File: src/rtl/bram_port_scheduler.sv
// Shares one simple-dual-port BRAM between the core data port (requester 0)
// and the program loader (requester 1). Each cycle at most one write is
// scheduled on port A and one read on port B. Same-type conflicts are settled
// round-robin. A read that targets the word being written that cycle is
// stalled. Read data comes back on the lane of the requester that issued it.
module bram_port_scheduler #(
    parameter int ADDR_BITS    = 10,
    parameter int READ_LATENCY = 1
) (
    input  logic        clk,
    input  logic        rstn,
    input  logic [1:0]  req_valid,
    output logic [1:0]  req_ready,
    input  logic [1:0]  req_we,
    input  logic [63:0] req_addr,
    input  logic [63:0] req_wdata,
    output logic [1:0]  rsp_valid,
    output logic [63:0] rsp_rdata,
    output logic [1:0]  rsp_err,
    output logic        bram_wea,
    output logic [31:0] bram_addra,
    output logic [31:0] bram_dina,
    output logic [31:0] bram_addrb,
    input  logic [31:0] bram_doutb
);

    // A request is bad if it is misaligned or lies beyond the RAM depth.
    function automatic logic addr_bad(input logic [31:0] a);
        return (a[1:0] != 2'b00) || ((a >> (ADDR_BITS + 2)) != 32'd0);
    endfunction

    logic                    wr_ptr_q, wr_ptr_d;
    logic                    rd_ptr_q, rd_ptr_d;
    logic [READ_LATENCY-1:0] pipe_vld_q, pipe_vld_d;
    logic [READ_LATENCY-1:0] pipe_own_q, pipe_own_d;
    logic [READ_LATENCY-1:0] pipe_err_q, pipe_err_d;
    logic [1:0]              rsp_valid_q, rsp_valid_d;
    logic [63:0]             rsp_rdata_q, rsp_rdata_d;
    logic [1:0]              rsp_err_q, rsp_err_d;

    logic [1:0]  wcand, rcand;
    logic        w_any, w_sel, w_good;
    logic        r_any, r_sel, r_go, collide;
    logic [31:0] w_addr, w_data, r_addr;

    // Arbitration, collision check and port A/B drive for the current cycle.
    always_comb begin
        wcand    = req_valid & req_we;
        rcand    = req_valid & ~req_we;
        w_any    = rstn && (wcand != 2'b00);
        r_any    = rstn && (rcand != 2'b00);
        w_sel    = (wcand == 2'b11) ? wr_ptr_q : wcand[1];
        r_sel    = (rcand == 2'b11) ? rd_ptr_q : rcand[1];
        w_addr   = w_sel ? req_addr[63:32]  : req_addr[31:0];
        w_data   = w_sel ? req_wdata[63:32] : req_wdata[31:0];
        r_addr   = r_sel ? req_addr[63:32]  : req_addr[31:0];
        w_good   = !addr_bad(w_addr);
        // Only a real write to the same word can corrupt the read, so a bad
        // write never stalls a reader.
        collide  = w_any && w_good && (w_addr[ADDR_BITS+1:2] == r_addr[ADDR_BITS+1:2]);
        r_go     = r_any && !collide;

        req_ready = 2'b00;
        if (w_any) req_ready = req_ready | {w_sel, ~w_sel};
        if (r_go)  req_ready = req_ready | {r_sel, ~r_sel};

        wr_ptr_d = (w_any && wcand == 2'b11) ? ~w_sel : wr_ptr_q;
        rd_ptr_d = (r_go && rcand == 2'b11)  ? ~r_sel : rd_ptr_q;

        bram_wea   = w_any && w_good;
        bram_addra = bram_wea ? w_addr : 32'd0;
        bram_dina  = bram_wea ? w_data : 32'd0;
        bram_addrb = r_go ? r_addr : 32'd0;
    end

    // Response tracking pipeline aligned to the BRAM read latency, plus the
    // registered response lanes built from its tail.
    always_comb begin
        pipe_vld_d    = '0;
        pipe_own_d    = '0;
        pipe_err_d    = '0;
        pipe_vld_d[0] = r_go;
        pipe_own_d[0] = r_sel;
        pipe_err_d[0] = addr_bad(r_addr);
        for (int i = 1; i < READ_LATENCY; i++) begin
            pipe_vld_d[i] = pipe_vld_q[i-1];
            pipe_own_d[i] = pipe_own_q[i-1];
            pipe_err_d[i] = pipe_err_q[i-1];
        end

        rsp_valid_d = 2'b00;
        rsp_rdata_d = 64'd0;
        rsp_err_d   = 2'b00;
        if (pipe_vld_q[READ_LATENCY-1]) begin
            if (pipe_own_q[READ_LATENCY-1]) begin
                rsp_valid_d[1]     = 1'b1;
                rsp_err_d[1]       = pipe_err_q[READ_LATENCY-1];
                rsp_rdata_d[63:32] = pipe_err_q[READ_LATENCY-1] ? 32'd0 : bram_doutb;
            end else begin
                rsp_valid_d[0]     = 1'b1;
                rsp_err_d[0]       = pipe_err_q[READ_LATENCY-1];
                rsp_rdata_d[31:0]  = pipe_err_q[READ_LATENCY-1] ? 32'd0 : bram_doutb;
            end
        end
    end

    // State update; reset drops any in-flight reads and re-centres priority on requester 0.
    always_ff @(posedge clk) begin
        if (!rstn) begin
            wr_ptr_q    <= 1'b0;
            rd_ptr_q    <= 1'b0;
            pipe_vld_q  <= '0;
            pipe_own_q  <= '0;
            pipe_err_q  <= '0;
            rsp_valid_q <= 2'b00;
            rsp_rdata_q <= 64'd0;
            rsp_err_q   <= 2'b00;
        end else begin
            wr_ptr_q    <= wr_ptr_d;
            rd_ptr_q    <= rd_ptr_d;
            pipe_vld_q  <= pipe_vld_d;
            pipe_own_q  <= pipe_own_d;
            pipe_err_q  <= pipe_err_d;
            rsp_valid_q <= rsp_valid_d;
            rsp_rdata_q <= rsp_rdata_d;
            rsp_err_q   <= rsp_err_d;
        end
    end

    assign rsp_valid = rsp_valid_q;
    assign rsp_rdata = rsp_rdata_q;
    assign rsp_err   = rsp_err_q;

endmodule

File: config.mk
export PLATFORM = sky130hd
export DESIGN_NAME = bram_port_scheduler
export DESIGN_NICKNAME = d
export VERILOG_FILES = /design/src/rtl/bram_port_scheduler.sv
export SDC_FILE = /design/constraint.sdc
export NUM_CORES = 1
export LEC_CHECK = 0
export BUFFER_PORTS_ARGS = -buffer_cell sky130_fd_sc_hd__buf_4
export CAP_MARGIN = 10
export CORE_AREA = 4 4 127 129
export CTS_CLUSTER_DIAMETER = 100
export CTS_CLUSTER_SIZE = 25
export DETAILED_ROUTE_END_ITERATION = 12
export DIE_AREA = 0 0 131 133
export PLACE_DENSITY = 0.6
export SKIP_CTS_REPAIR_TIMING = 1
export SLEW_MARGIN = 15
export SYNTH_ARGS = -nofsm -noshare
export SYNTH_HDL_FRONTEND = slang
export SYNTH_SLANG_ARGS = --single-unit
File: constraint.sdc
create_clock -name clk -period 1.9 [get_ports clk]
set_input_delay 0.19 -clock clk [delete_from_list [all_inputs] [get_ports clk]]
set_output_delay 0.19 -clock clk [all_outputs]
set_load 0.1 [all_outputs]
==> results.tsv, run 1 <==
stage	metric	value	unit
sta	Tmin final	2.368	ns
final_layout	commonest non-fill, non-tap cell in the layout	buf_4	
sta	Worst Tran Pin Value	0.6860	ns
setup_path	worst-path fanout max	8	
place	DP Area	7540	µm²
setup_path	Worst Setup SP	wr_ptr_q	
detailed_routing	DRC Markers	0	
power_and_ir_drop	Cell Int Power	3052	µW
detailed_routing	Routed Antenna Nets	0	
global_route	Global Route Usage Sum	17.73	%
final_layout	Area growth syn-to-layout	140.0	%
die	die area	17420	µm²
power_and_ir_drop	logic gate share of total power	33.9	%
detailed_routing	WL per Instance	16.78	µm
yosys	Syn Inst Count	493	
clock_tree	clk_lat worst skew	0.32	ns
final_layout	NumNets Final	1029	
detailed_routing	vias per cell	4.571	
yosys	Most used DFF post-synth	dfxtp_1	
clock_tree	CTS tree	built	
yosys	number of synthesized register bits	73	
setup_path	Setup crit end kind	primary output	
yosys	async set-reset flop share out of synthesis	0	%
place	HPWL after DPL	13800	µm
global_route	first-pass GRT wire length	24550	µm
die	initial core utilization	24.81	%
sta	RSZ-0062 raised after global routing	yes	
die	Core Region	15030	µm²
sta	fin crit share	124.6	%
detailed_routing	1st-pass router iterations	4	
place	DP Worst Slack	-0.5081	ns
die	boundary pin count	333	
power_and_ir_drop	Leakage	0.003873	µW
place	input/output buffers	310	
sta	final setup fails	77	
setup_path	nature of the critical path startpoint	register	
min_path	critical hold path startpoint	bram_doutb[9]	
place	placed cells	1033	
yosys	post-synth cell types	36	
setup_path	FF-to-FF End	pipe_vld_q	
power_and_ir_drop	Tot Pwr	4754	µW
sta	Slew Viols, Final	0	
die	chip width	131	µm
sta	Clock Skews	0.004362	ns
min_path	Tightest Hold Check Type	input port to register	
setup_path	r2r startpoint	wr_ptr_q	
sta	slew margin rel.	54.27	%
place	GPL Wtd Cong	0.8378	
yosys	post-synthesis instance area	3730	µm²
global_route	vias in the first global route	4738	
setup_path	CP required	1.71	ns
power_and_ir_drop	clock power share	33.3	%
status	failing checks	negative setup slack	
sta	PnR worst setup slack	-0.4680	ns
power_and_ir_drop	PD cells	531.0	nW/µm²
global_route	pin count of the biggest net entering global routing	44	
final_layout	layout cells sized above 1	57.95	%
final_layout	n_diodes	0	
power_and_ir_drop	P_sw	1702	µW
setup_path	crit path to	bram_addrb[12]	
sta	Peak Freq	0.4223	GHz
detailed_routing	1st-iter DRT viols	97	
sta	Fin. Hold Viols	0	
clock_tree	Root Buffer	clkbuf_16	
yosys	register area share after synthesis	39.18	%
final_layout	post-route insts no fill	1056	
die	height of the die	133	µm
power_and_ir_drop	worst vdd ir	0.3421	mV
power_and_ir_drop	Sequential Power Share	32.8	%
yosys	Synth Area per Inst	7.566	µm²
global_route	remaining global-route overflow	0	
global_route	initial antenna violation count	0	
yosys	Yosys warning count	0	
setup_path	reg2reg path depth	7	
die	number of core rows	45	
clock_tree	clock transition at the registers of the reported paths	0.06	ns
sta	Total Neg Setup Slack	-31.13	ns
clock_tree	CTS Buf Count	9	
clock_tree	clock buffer depth	2	
setup_path	Arrival @ worst endpoint	2.18	ns
job	max-cap check violation count	0	
power_and_ir_drop	switch share	35.80	%
detailed_routing	detailed-route via count	4827	
final_layout	Final Cell Area	8952	µm²
clock_tree	depth of the CTS H-tree	3	
status	outcome	complete, but fails checks	
clock_tree	CTS sink count	73	
setup_path	register-to-register setup slack	0.12	ns
setup_path	CP Class	register to primary output	
detailed_routing	Total Wirelength	17720	µm
final_layout	commonest cells after routing, fill and taps aside	buf_4, nand2_1, buf_12, nor2_1, dfxtp_1	
yosys	Post-synth EDFFs	0	
metrics by stage:
step	hold slack [ns]	util, %
2_1_floorplan	0.3278	-
3_3_place_gp	0.4266	50.15
3_5_place_dp	0.4317	50.15
4_1_cts	0.08490	52.06
5_1_grt	0.09982	59.55
6_report	0.09506	59.55
per-layer routing:
layer	share of wire, %	vias to the layer above	track usage [%]
met5	0	-	0
met4	2.2	0	3.771
met3	8.7	28	4.643
met2	54	221	33.38
met1	35	2257	19.56
li1	-	2321	-
sequential cells by signal, indices dropped and copies added, names as in the netlist:
| signal | count |
|---|---|
| pipe_vld_q | 1 |
| wr_ptr_q | 1 |
| pipe_own_q | 1 |
| rsp_err | 2 |
| rsp_rdata | 64 |
| rd_ptr_q | 1 |
| pipe_err_q | 1 |
| rsp_valid | 2 |
logic make-up (layout without fill, tap and decap cells):
| group | after synthesis | after routing | share of synthesized area (%) |
|---|---|---|---|
| other | 1 | 22 | 0.1005 |
| AOI/OAI and AO/OA | 56 | 56 | 8.823 |
| and+or+nand+nor | 259 | 259 | 31.43 |
| buffers and inverters | 61 | 415 | 9.292 |
| DFF | 73 | 73 | 39.18 |
| xor gates and xnor gates | 11 | 11 | 2.583 |
| muxes | 32 | 32 | 8.588 |
area by class of cell:
| type | instances | area (µm²) |
|---|---|---|
| sequential | 73 | 1465 |
| multi-input combinational | 380 | 2840 |
| tap | 188 | 235.2 |
| clock inverter | 7 | 61.31 |
| inverter | 5 | 26.28 |
| fill | 1238 | 6081 |
| timing repair buffer | 394 | 4099 |
| clock buffer | 9 | 225.2 |
power by group through the flow:
stage	registers [µW]	clock network, µW	logic [µW]
after floorplan	1700	0	869
after detailed placement	1590	0	1490
after global routing	1560	1690	1690
after CTS	1560	1620	1500
after global placement	1590	0	1480
final	1560	1580	1610
worst min path at each step:
stage                               end  cells after the start
final                      rsp_rdata[9]                      3
after global routing      rsp_rdata[23]                      3
after CTS                  rsp_rdata[9]                      3
after detailed placement   rsp_rdata[9]                      3
after floorplan           rsp_rdata[29]                      2
after global placement     rsp_rdata[6]                      3
synthesized netlist by cell type (3+ instances only):
cell      count  area, µm²
nand2_1     126      473.0
dfxtp_1      73       1461
nor2_1       72      270.3
a21oi_1      43      215.2
mux2i_1      32      320.3
buf_4        23      172.7
clkbuf_1     23      86.33
nor3_2       18      180.2
nor3_1       14      70.07
nor4_1       12      75.07
xor2_1        8      70.07
buf_2         7      35.03
nand3_1       6      30.03
inv_1         4      15.01
and2_1        3      18.77
buf_6         3      33.78
or3_1         3      18.77
xnor2_1       3      26.28
worst max-delay path, stage by stage, from the launching register on:
cell and delay, ns:
dfxtp_4 0.37, buf_6 0.10, o21ai_4 0.05, or3_4 0.39, a221oi_4 0.35, buf_12 0.19, buf_12 0.16, nor3_4 0.05
buf_12 0.18
Power figures use the tool's default switching activity.
==> run 2: changes to the inputs <==
Settings changed: BUFFER_PORTS_ARGS -buffer_cell sky130_fd_sc_hd__buf_4 to unset, CORE_AREA 4 4 127 129 to 4 4 129 131, DIE_AREA 0 0 131 133 to 0 0 133 135, DONT_BUFFER_PORTS set to 1, PLACE_DENSITY 0.6 to 0.39.
==> run 2 against run 1 <==
Effect of this change:
- the flow finishes with violations (negative hold slack, negative setup slack)
- total power shrank 5.4%
- final area shrank 21%
- global-route usage shrank 2.3 points
- count of clock-buffer cells in the layout is the same
- register-to-register slack lost 0.06 ns
- critical endpoint is now bram_addrb[1]
==> results.tsv, run 2 (same netlist as run 1, synthesis figures left out) <==
stage	metric	value	unit
sta	PnR worst setup slack	-0.5856	ns
clock_tree	clk_lat worst skew	0.32	ns
power_and_ir_drop	Tot Pwr	4499	µW
clock_tree	Root Buffer	clkbuf_16	
detailed_routing	Routed Antenna Nets	0	
setup_path	critical path's largest stage delay	0.81	ns
job	max-cap check violation count	0	
place	DP Worst Slack	-0.3922	ns
final_layout	FILL cells	1460	
final_layout	max FFs per register	64	
setup_path	worst path bufs/invs	2	
die	boundary pin count	333	
place	GPL Wtd Cong	0.8120	
sta	Tmin final	2.486	ns
place	DP Area	6590	µm²
setup_path	CP Class	register to primary output	
sta	Peak Freq	0.4023	GHz
power_and_ir_drop	PD cells	637.6	nW/µm²
clock_tree	CTS tree	built	
sta	slew margin rel.	32.35	%
detailed_routing	detailed-route via count	3914	
final_layout	area of the multi-input gates	2844	µm²
sta	Fin. Hold Viols	1	
die	initial core utilization	23.91	%
detailed_routing	1st-pass router iterations	4	
final_layout	NumNets Final	801	
clock_tree	clock transition at the registers of the reported paths	0.06	ns
setup_path	Setup crit end kind	primary output	
setup_path	register-to-register setup slack	0.06	ns
clock_tree	clock buffer depth	2	
final_layout	n_diodes	0	
global_route	initial antenna violation count	0	
detailed_routing	WL per Instance	17.23	µm
final_layout	Area growth syn-to-layout	89.16	%
final_layout	commonest cells after routing, fill and taps aside	nand2_1, buf_4, nor2_1, dfxtp_1, buf_12	
final_layout	commonest non-fill, non-tap cell in the layout	nand2_1	
sta	Clock Skews	0.003210	ns
setup_path	Arrival @ worst endpoint	2.30	ns
status	outcome	complete, but fails checks	
setup_path	crit path to	bram_addrb[1]	
setup_path	nature of the critical path startpoint	register	
global_route	vias in the first global route	4124	
sta	Hold WS	-0.004414	ns
detailed_routing	1st-iter DRT viols	119	
die	number of core rows	46	
place	input/output buffers	0	
setup_path	delay-heaviest family, CP	simple AND/OR/NAND/NOR gates	
sta	fin crit share	130.8	%
place	HPWL after DPL	11640	µm
sta	final setup fails	77	
final_layout	area occupied by registers	1466	µm²
detailed_routing	DRC Markers	0	
setup_path	CP required	1.71	ns
power_and_ir_drop	Leakage	0.002710	µW
final_layout	layout cells sized above 1	42.19	%
setup_path	FF-to-FF End	pipe_vld_q	
setup_path	reg2reg path depth	5	
setup_path	CP cell instances	o21a_4 -> a32oi_4 -> a221oi_4 -> buf_6 -> buf_8 -> nor3_4	
sta	Worst Tran Pin Value	1.011	ns
clock_tree	CTS sink count	73	
setup_path	Worst Setup SP	wr_ptr_q	
detailed_routing	Total Wirelength	14750	µm
final_layout	Final Cell Area	7056	µm²
die	chip width	133	µm
setup_path	WP depth	6	
setup_path	Critical Path Slowest Stage Cell	nor3_4	
detailed_routing	vias per cell	4.572	
setup_path	r2r startpoint	wr_ptr_q	
status	failing checks	negative hold slack, negative setup slack	
die	height of the die	135	µm
sta	Slew Viols, Final	0	
die	Core Region	15600	µm²
setup_path	worst-path fanout max	5	
die	die area	17960	µm²
global_route	Global Route Usage Sum	15.41	%
global_route	remaining global-route overflow	0	
clock_tree	CTS Buf Count	9	
sta	RSZ-0062 raised after global routing	yes	
global_route	first-pass GRT wire length	22470	µm
clock_tree	depth of the CTS H-tree	3	
min_path	Tightest Hold Check Type	input port to register	
global_route	pin count of the biggest net entering global routing	44	
power_and_ir_drop	worst vdd ir	0.3103	mV
-- run 2: final cells by class --
class                      instances  share of cell area [%]
sequential                        73                   20.78
multi-input combinational        381                   40.31
timing repair buffer             165                   30.13
clock buffer                       9                   3.192
inverter                           5                  0.3192
tap                              216                   3.830
clock inverter                     7                   1.436
-- run 2: stage by stage --
step / cells / hold WS [ns] / utilization [%] / TNS [ns]
2_1_floorplan: 514 / 0.3278 / - / -22.78
3_3_place_gp: 835 / 0.3194 / 42.25 / -26.83
3_5_place_dp: 835 / 0.3209 / 42.25 / -25.79
4_1_cts: 851 / -0.02227 / 44.34 / -35.94
5_1_grt: 856 / 0.0004740 / 45.24 / -40.40
6_report: 856 / -0.004414 / 45.24 / -35.35
-- run 2: report_power, final --
part           switching, µW  total, µW  internal, µW
combinational            884       1140           256
sequential              7.25       1560          1550
clock                    643       1800          1160
total                   1530       4500          2960
-- run 2: worst min path at each step --
stage                         from            end  slack, ns  depth (start not counted)
floorplan           bram_doutb[29]  rsp_rdata[29]       0.33                          2
global placement              rstn       wr_ptr_q       0.32                          1
detailed placement            rstn     pipe_own_q       0.32                          1
CTS                           rstn       wr_ptr_q      -0.02                          1
global route        bram_doutb[18]  rsp_rdata[18]     0.0005                          2
finish                        rstn     pipe_own_q     -0.004                          1
-- run 2: worst register-to-register path: cells and delay by family (launching register included) --
kind                   cells  cell delay [ns]
AND/OR/NAND/NOR            2             0.45
AO/OA/AOI/OAI              2             0.56
buffers and inverters      1             0.34
flip-flops                 1             0.37
-- run 2: layer usage --
| layer | track usage [%] | wire length, µm | part of all wire (%) | vias to the layer above |
|---|---|---|---|---|
| li1 | - | - | - | 1867 |
| met4 | 3.811 | 211 | 1.4 | 0 |
| met5 | 0 | 0 | 0 | - |
| met1 | 16.62 | 5267 | 36 | 1827 |
| met3 | 7.861 | 1748 | 12 | 15 |
| met2 | 26.89 | 7525 | 51 | 205 |
